`src/rtl/ov5640_cfg_seq_if.sv`:
```
// SCCB transaction handshake between the OV5640 configuration sequencer (master)
// and the SCCB bus engine (slave).
interface ov5640_cfg_seq_if;
    logic        sccb_req;
    logic        sccb_wr;
    logic [15:0] sccb_addr;
    logic [7:0]  sccb_wdata;
    logic        sccb_ack;
    logic        sccb_err;
    logic [7:0]  sccb_rdata;

    modport master (
        output sccb_req, sccb_wr, sccb_addr, sccb_wdata,
        input  sccb_ack, sccb_err, sccb_rdata
    );

    modport slave (
        input  sccb_req, sccb_wr, sccb_addr, sccb_wdata,
        output sccb_ack, sccb_err, sccb_rdata
    );
endinterface

```
`src/rtl/ov5640_cfg_seq.sv`:
```
// OV5640 register-table configuration sequencer: writes REG_NUM ROM entries over SCCB with retries.
// Optional write-then-readback verification is enabled by defining CFG_READBACK_EN.
module ov5640_cfg_seq #(
    parameter logic [7:0]  REG_NUM   = 8'd250,
    parameter int unsigned PWR_DLY   = 20000,
    parameter int unsigned RETRY_MAX = 3
) (
    input  logic                    sysclk,
    input  logic                    rst,
    input  logic                    start,
    output logic [7:0]              rom_addr,
    input  logic [23:0]             rom_data,
    ov5640_cfg_seq_if.master        sccb,
    output logic                    busy,
    output logic                    cfg_done,
    output logic                    cfg_err,
    output logic [7:0]              err_idx,
    output logic [7:0]              rd_data
);
    typedef enum logic [3:0] {
        IDLE, PWR_WAIT, FETCH, ISSUE, WAIT_ACK, VERIFY, NEXT, DONE, ERROR
    } state_t;

    localparam logic [31:0] DLY_LOAD  = (PWR_DLY > 32'd0) ? PWR_DLY - 32'd1 : 32'd0;
    localparam logic [2:0]  RETRY_LIM = RETRY_MAX[2:0];
    localparam logic [7:0]  LAST_IDX  = REG_NUM - 8'd1;

    state_t      state_reg, state_next;
    logic [31:0] dly_reg, dly_next;
    logic [7:0]  idx_reg, idx_next;
    logic [2:0]  attempt_reg, attempt_next;
    logic [7:0]  rom_addr_reg, rom_addr_next;
    logic        req_reg, req_next;
    logic        wr_reg, wr_next;
    logic [15:0] addr_reg, addr_next;
    logic [7:0]  wdata_reg, wdata_next;
    logic        done_reg, done_next;
    logic        err_reg, err_next;
    logic [7:0]  err_idx_reg, err_idx_next;
    logic [7:0]  rd_data_reg, rd_data_next;
    logic        attempt_fail;
`ifdef CFG_READBACK_EN
    logic        rd_issued_reg, rd_issued_next;
`else
    logic        unused_rdata;
    assign unused_rdata = ^sccb.sccb_rdata;
`endif

    always_ff @(posedge sysclk) begin
        if (rst) begin
            state_reg     <= IDLE;
            dly_reg       <= '0;
            idx_reg       <= '0;
            attempt_reg   <= '0;
            rom_addr_reg  <= '0;
            req_reg       <= 1'b0;
            wr_reg        <= 1'b0;
            addr_reg      <= '0;
            wdata_reg     <= '0;
            done_reg      <= 1'b0;
            err_reg       <= 1'b0;
            err_idx_reg   <= '0;
            rd_data_reg   <= '0;
`ifdef CFG_READBACK_EN
            rd_issued_reg <= 1'b0;
`endif
        end else begin
            state_reg     <= state_next;
            dly_reg       <= dly_next;
            idx_reg       <= idx_next;
            attempt_reg   <= attempt_next;
            rom_addr_reg  <= rom_addr_next;
            req_reg       <= req_next;
            wr_reg        <= wr_next;
            addr_reg      <= addr_next;
            wdata_reg     <= wdata_next;
            done_reg      <= done_next;
            err_reg       <= err_next;
            err_idx_reg   <= err_idx_next;
            rd_data_reg   <= rd_data_next;
`ifdef CFG_READBACK_EN
            rd_issued_reg <= rd_issued_next;
`endif
        end
    end

    always_comb begin
        state_next     = state_reg;
        dly_next       = dly_reg;
        idx_next       = idx_reg;
        attempt_next   = attempt_reg;
        rom_addr_next  = rom_addr_reg;
        req_next       = req_reg;
        wr_next        = wr_reg;
        addr_next      = addr_reg;
        wdata_next     = wdata_reg;
        done_next      = done_reg;
        err_next       = err_reg;
        err_idx_next   = err_idx_reg;
        rd_data_next   = rd_data_reg;
        attempt_fail   = 1'b0;
`ifdef CFG_READBACK_EN
        rd_issued_next = rd_issued_reg;
`endif
        case (state_reg)
            IDLE, DONE, ERROR: begin
                if (start) begin
                    done_next    = 1'b0;
                    err_next     = 1'b0;
                    err_idx_next = '0;
                    idx_next     = '0;
                    attempt_next = '0;
                    dly_next     = DLY_LOAD;
                    state_next   = PWR_WAIT;
                end
            end
            PWR_WAIT: begin
                // rom_addr moves on entry to FETCH so rom_data is valid in ISSUE.
                if (dly_reg == 32'd0) begin
                    rom_addr_next = idx_reg;
                    state_next    = FETCH;
                end else begin
                    dly_next = dly_reg - 32'd1;
                end
            end
            FETCH: state_next = ISSUE;
            ISSUE: begin
                addr_next  = rom_data[23:8];
                wdata_next = rom_data[7:0];
                wr_next    = 1'b1;
                req_next   = 1'b1;
                state_next = WAIT_ACK;
            end
            WAIT_ACK: begin
                if (sccb.sccb_ack) begin
                    req_next = 1'b0;
                    if (sccb.sccb_err) begin
                        attempt_fail = 1'b1;
                    end else begin
`ifdef CFG_READBACK_EN
                        rd_issued_next = 1'b0;
                        state_next     = VERIFY;
`else
                        state_next     = NEXT;
`endif
                    end
                end
            end
            VERIFY: begin
`ifdef CFG_READBACK_EN
                // First VERIFY cycle keeps req low after the write ack, then raises the read.
                if (!rd_issued_reg) begin
                    req_next       = 1'b1;
                    wr_next        = 1'b0;
                    rd_issued_next = 1'b1;
                end else if (sccb.sccb_ack) begin
                    req_next     = 1'b0;
                    rd_data_next = sccb.sccb_rdata;
                    if (sccb.sccb_err || (sccb.sccb_rdata != wdata_reg)) begin
                        attempt_fail = 1'b1;
                    end else begin
                        state_next = NEXT;
                    end
                end
`else
                state_next = IDLE;
`endif
            end
            NEXT: begin
                attempt_next = '0;
                if (idx_reg == LAST_IDX) begin
                    done_next  = 1'b1;
                    state_next = DONE;
                end else begin
                    idx_next      = idx_reg + 8'd1;
                    rom_addr_next = idx_reg + 8'd1;
                    state_next    = FETCH;
                end
            end
            default: state_next = IDLE;
        endcase

        if (attempt_fail) begin
            attempt_next = attempt_reg + 3'd1;
            if (attempt_next == RETRY_LIM) begin
                err_next     = 1'b1;
                err_idx_next = idx_reg;
                state_next   = ERROR;
            end else begin
                state_next = ISSUE;
            end
        end
    end

    assign rom_addr        = rom_addr_reg;
    assign sccb.sccb_req   = req_reg;
    assign sccb.sccb_wr    = wr_reg;
    assign sccb.sccb_addr  = addr_reg;
    assign sccb.sccb_wdata = wdata_reg;
    assign busy            = !((state_reg == IDLE) || (state_reg == DONE) || (state_reg == ERROR));
    assign cfg_done        = done_reg;
    assign cfg_err         = err_reg;
    assign err_idx         = err_idx_reg;
    assign rd_data         = rd_data_reg;
endmodule

```
`src/flat_wrapper.sv`:
```
// flat-port wrapper written by rule: the top's interface ports become plain ports
module ov5640_cfg_seq_flat 
#(
    parameter logic [7:0]  REG_NUM   = 8'd250,
    parameter int unsigned PWR_DLY   = 20000,
    parameter int unsigned RETRY_MAX = 3
)
  (sysclk, rst, start, rom_addr, rom_data, busy, cfg_done, cfg_err, err_idx, rd_data, sccb_sccb_req, sccb_sccb_wr, sccb_sccb_addr, sccb_sccb_wdata, sccb_sccb_ack, sccb_sccb_err, sccb_sccb_rdata);
  ov5640_cfg_seq_if sccb_i ();
  input  logic sysclk;
  input  logic rst;
  input  logic start;
  output logic [7:0] rom_addr;
  input  logic [23:0] rom_data;
  output logic busy;
  output logic cfg_done;
  output logic cfg_err;
  output logic [7:0] err_idx;
  output logic [7:0] rd_data;
  output wire logic [$bits(sccb_i.sccb_req)-1:0] sccb_sccb_req;
  output wire logic [$bits(sccb_i.sccb_wr)-1:0] sccb_sccb_wr;
  output wire logic [$bits(sccb_i.sccb_addr)-1:0] sccb_sccb_addr;
  output wire logic [$bits(sccb_i.sccb_wdata)-1:0] sccb_sccb_wdata;
  input wire logic [$bits(sccb_i.sccb_ack)-1:0] sccb_sccb_ack;
  input wire logic [$bits(sccb_i.sccb_err)-1:0] sccb_sccb_err;
  input wire logic [$bits(sccb_i.sccb_rdata)-1:0] sccb_sccb_rdata;
  assign sccb_sccb_req = sccb_i.sccb_req;
  assign sccb_sccb_wr = sccb_i.sccb_wr;
  assign sccb_sccb_addr = sccb_i.sccb_addr;
  assign sccb_sccb_wdata = sccb_i.sccb_wdata;
  assign sccb_i.sccb_ack = sccb_sccb_ack;
  assign sccb_i.sccb_err = sccb_sccb_err;
  assign sccb_i.sccb_rdata = sccb_sccb_rdata;
  ov5640_cfg_seq #(.REG_NUM(REG_NUM), .PWR_DLY(PWR_DLY), .RETRY_MAX(RETRY_MAX)) u_core (.sysclk(sysclk), .rst(rst), .start(start), .rom_addr(rom_addr), .rom_data(rom_data), .sccb(sccb_i), .busy(busy), .cfg_done(cfg_done), .cfg_err(cfg_err), .err_idx(err_idx), .rd_data(rd_data));
endmodule
```
`config.mk`:
```
export PLATFORM = sky130hd
export DESIGN_NAME = ov5640_cfg_seq_flat
export DESIGN_NICKNAME = d
export VERILOG_FILES = /design/src/rtl/ov5640_cfg_seq_if.sv /design/src/rtl/ov5640_cfg_seq.sv /design/src/flat_wrapper.sv
export SDC_FILE = /design/constraint.sdc
export NUM_CORES = 1
export LEC_CHECK = 0
export CAP_MARGIN = 10
export CORE_UTILIZATION = 40
export DETAILED_ROUTE_END_ITERATION = 8
export GPL_TIMING_DRIVEN = 0
export PLACE_DENSITY = 0.67
export SLEW_MARGIN = 20
export SYNTH_ARGS = -nofsm -noshare
export SYNTH_HDL_FRONTEND = slang
export SYNTH_SLANG_ARGS = --single-unit
```
`constraint.sdc`:
```
create_clock -name sysclk -period 2.3 [get_ports sysclk]
set_clock_uncertainty 0.1 [all_clocks]
set_input_delay 0.345 -clock sysclk [delete_from_list [all_inputs] [get_ports sysclk]]
set_output_delay 0.345 -clock sysclk [all_outputs]
set_load 0.01 [all_outputs]
```
==> flow_summary.yaml <==
route:
  drt-initial-drc-count: 241
  drc: 0
  routedWlPerCell_um: 15.8
  ant_nets: 0
  routed_wl_um: 12300
  dr.pass1.iters: 5
  via_per_inst: 5.65
  vias: 4398
critical_path:
  start_kind: "flip-flop"
  crit_fanout: 8
  critical_path_class: "flip-flop to flip-flop"
  crit_buf_inv: 2
  slowest_stage: "or4b_4"
  cp_slowest_stage_delay_ns: 0.50
  cp.arrival_ns: 2.64
  crit_required_ns: 2.51
  crit_family: "simple AND/OR/NAND/NOR gates"
  cp-end-kind: "flip-flop"
  crit_chain: "inv_2 > ha_4 > or4b_4 > nor4_4 > o311ai_4 > buf_6 > or3_4 > a21oi_2"
global_routing:
  grt_pass1_wl_um: 19000
  antenna_found_initial: 0
  grt_start_max_net_pins: 16
  overflow: 0
  grt_pass1_vias: 4010
  grt_use_total: 0.209
cells_and_area:
  n_antenna_cell: 0
  nets: 680
  fillers: 942
  drive_above_1_share: 0.184
  layout_commonest_cell: "dfxtp_1"
  final_area_mm2: 0.00606
  largest_reg_flops: 32
  area_growth_syn_to_layout_pct: 38.9
  layout_common_cells: "dfxtp_1, nand2_1, clkdlybuf4s50_1"
synth:
  synth_top_family_by_area: "simple AND/OR/NAND/NOR gates"
  synth.avg_cell_area_um2: 8.24
  yosysWarnings: 0
  synth_area_mm2: 0.00437
  synth-seq-area-share: 0.417
  synth-async-reset-ratio: 0
  synthAdderAreaFrac: 0.0172
  synth_compound_area_frac: 0.204
  yosys.area.top_type_share: 0.417
  synth_flop_cell: "dfxtp_1"
  syn_inst: 530
  synth_xor_xnor_area_share: 0.0120
  synth_mux_area_frac: 0.0186
  ys_ff_latch: 91
  synth_edf_count: 0
  synth_area_leaders: "dfxtp_1, a21oi_1, nand2_1"
  yosysUniqueCellTypes: 57
  synth_top_area_cell: "dfxtp_1"
  synthSimpleGateAreaFrac: 0.272
placed_design:
  place_hpwl_um: 8330
  globalplace.congestion: 0.865
  portBuffers: 71
  place_area_mm2: 0.00531
clock_tree:
  cts-hold-fix-buffers: 0
  clkTransAtPathRegs_ns: 0.09
  cts_buffers: 9
  insertion_delay_ns: 0.37
  cts_root_buffer: "clkbuf_8"
  clock-sinks: 91
  cts_max_path_buffers: 2
  htreeDepth: 3
  tritoncts: "built"
power:
  p_leak_nw: 2.15
  power_density_mw_per_mm2: 993
  total_power_mw: 6.02
  peakVddDrop_mv: 0.412
timing:
  finalSetupViolations: 43
  worst_pin_slew_ns: 0.576
  min_period_ns: 2.44
  relSlewSlack: 0.616
  setup_ws_ns: -0.137
  drv_slew: 0
  hold_viol: 0
  max_clock_freq_mhz: 410
  period_share: 1.06
  rsz0062_at_grt: "true"
die:
  placementRows: 37
  fp.coreArea_mm2: 0.0105
  io_pins: 90
  die_area_mm2: 0.0113
  die_w_um: 106
  die_h_um: 106
  start_util: 0.417
run:
  max_cap_violations: 0
worst_hold_path:
  holdCritPathClass: "flip-flop to flip-flop"
status:
  status: "finished, violations left"
  violations: "setup timing"
[cell usage after synthesis (6+ instances only)]
master     n
or3_1     22
or4_1     19
o211ai_1   6
nor3_1    16
nor2_1    23
xnor2_1    6
dfxtp_1   91
inv_1     10
o21a_1     7
buf_4     12
o31ai_1   16
nor4_1     8
mux2i_1    7
o21ai_0   17
ha_1       6
nand3_1   16
a21oi_1   62
clkbuf_1  28
nand2_1   80
[tightest hold or removal path: cells and delay by family (launching register included)]
kind            cells  cell delay, ns
simple gates        1            0.05
flops               1            0.32
compound gates      1            0.05
[final cells by class]
cell class              instances  area, µm²  share of cell area
flip-flops and latches         91       1830               0.302
clock inverters                 6       65.1              0.0107
clock buffers                  10        128              0.0210
multi-input cells             392       2650               0.436
plain buffers                  38        253              0.0417
inverters                      11       41.3             0.00681
well taps                     136        170              0.0281
repair buffers                 94        931               0.154
[layer usage]
metal | wire, µm | vias up | global-route usage
met2 | 6050 | 135 | 0.345
met1 | 5430 | 2105 | 0.272
met3 | 669 | 11 | 0.0472
met4 | 148 | 0 | 0.0626
met5 | 0 | - | 0
li1 | - | 2147 | -
[path summary, 6_finish.rpt]
kind / start / to / slack, ns / cells after the start
worst max-delay path: u_core.dly_reg[0] / u_core.dly_reg[20] / -0.14 / 8
worst min-delay path: u_core.sccb.sccb_addr[12] / u_core.sccb.sccb_addr[12] / 0.36 / 2
worst max register to register: u_core.dly_reg[0] / u_core.dly_reg[20] / -0.14 / 8
worst min register to register: u_core.sccb.sccb_addr[12] / u_core.sccb.sccb_addr[12] / 0.36 / 2
[per-stage QoR]
step / TNS (ns) / std cells / utilization / hold slack (ns) / setup WS [ns]
after floorplan: -0.0727 / 537 / - / 0.341 / -0.0152
after global placement: -14.57 / 744 / 0.507 / 0.342 / -0.394
after detailed placement: -17.02 / 744 / 0.507 / 0.347 / -0.448
after CTS: -1.35 / 769 / 0.555 / 0.360 / -0.154
after global routing: -5.25 / 778 / 0.580 / 0.381 / -0.213
final: -2.14 / 778 / 0.580 / 0.356 / -0.137
[cells by family (layout without fill, tap and decap cells)]
kind of cell               after synthesis  in the layout
and+or+nand+nor                        223            223
AOI/OAI and AO/OA                      141            141
DFF                                     91             91
buffers and inverters                   54            159
muxes                                    8              8
adders and majority gates                6              6
xor gates and xnor gates                 6              6
other                                    1              8
[what timing repair did]
action / 4_1_cts / 5_1_grt
pin swaps: 4 / 34
setup endpoints to repair: 81 / 74
resized for setup: 52 / 51
gates cloned: 2 / 1
buffers inserted: 9 / 11
[report_power, final]
group,internal [mW],switching (mW)
clock network,0.505,0.597
registers,1.80,0.241
logic,1.35,1.52
No activity file was read; power rests on OpenSTA's default activity.
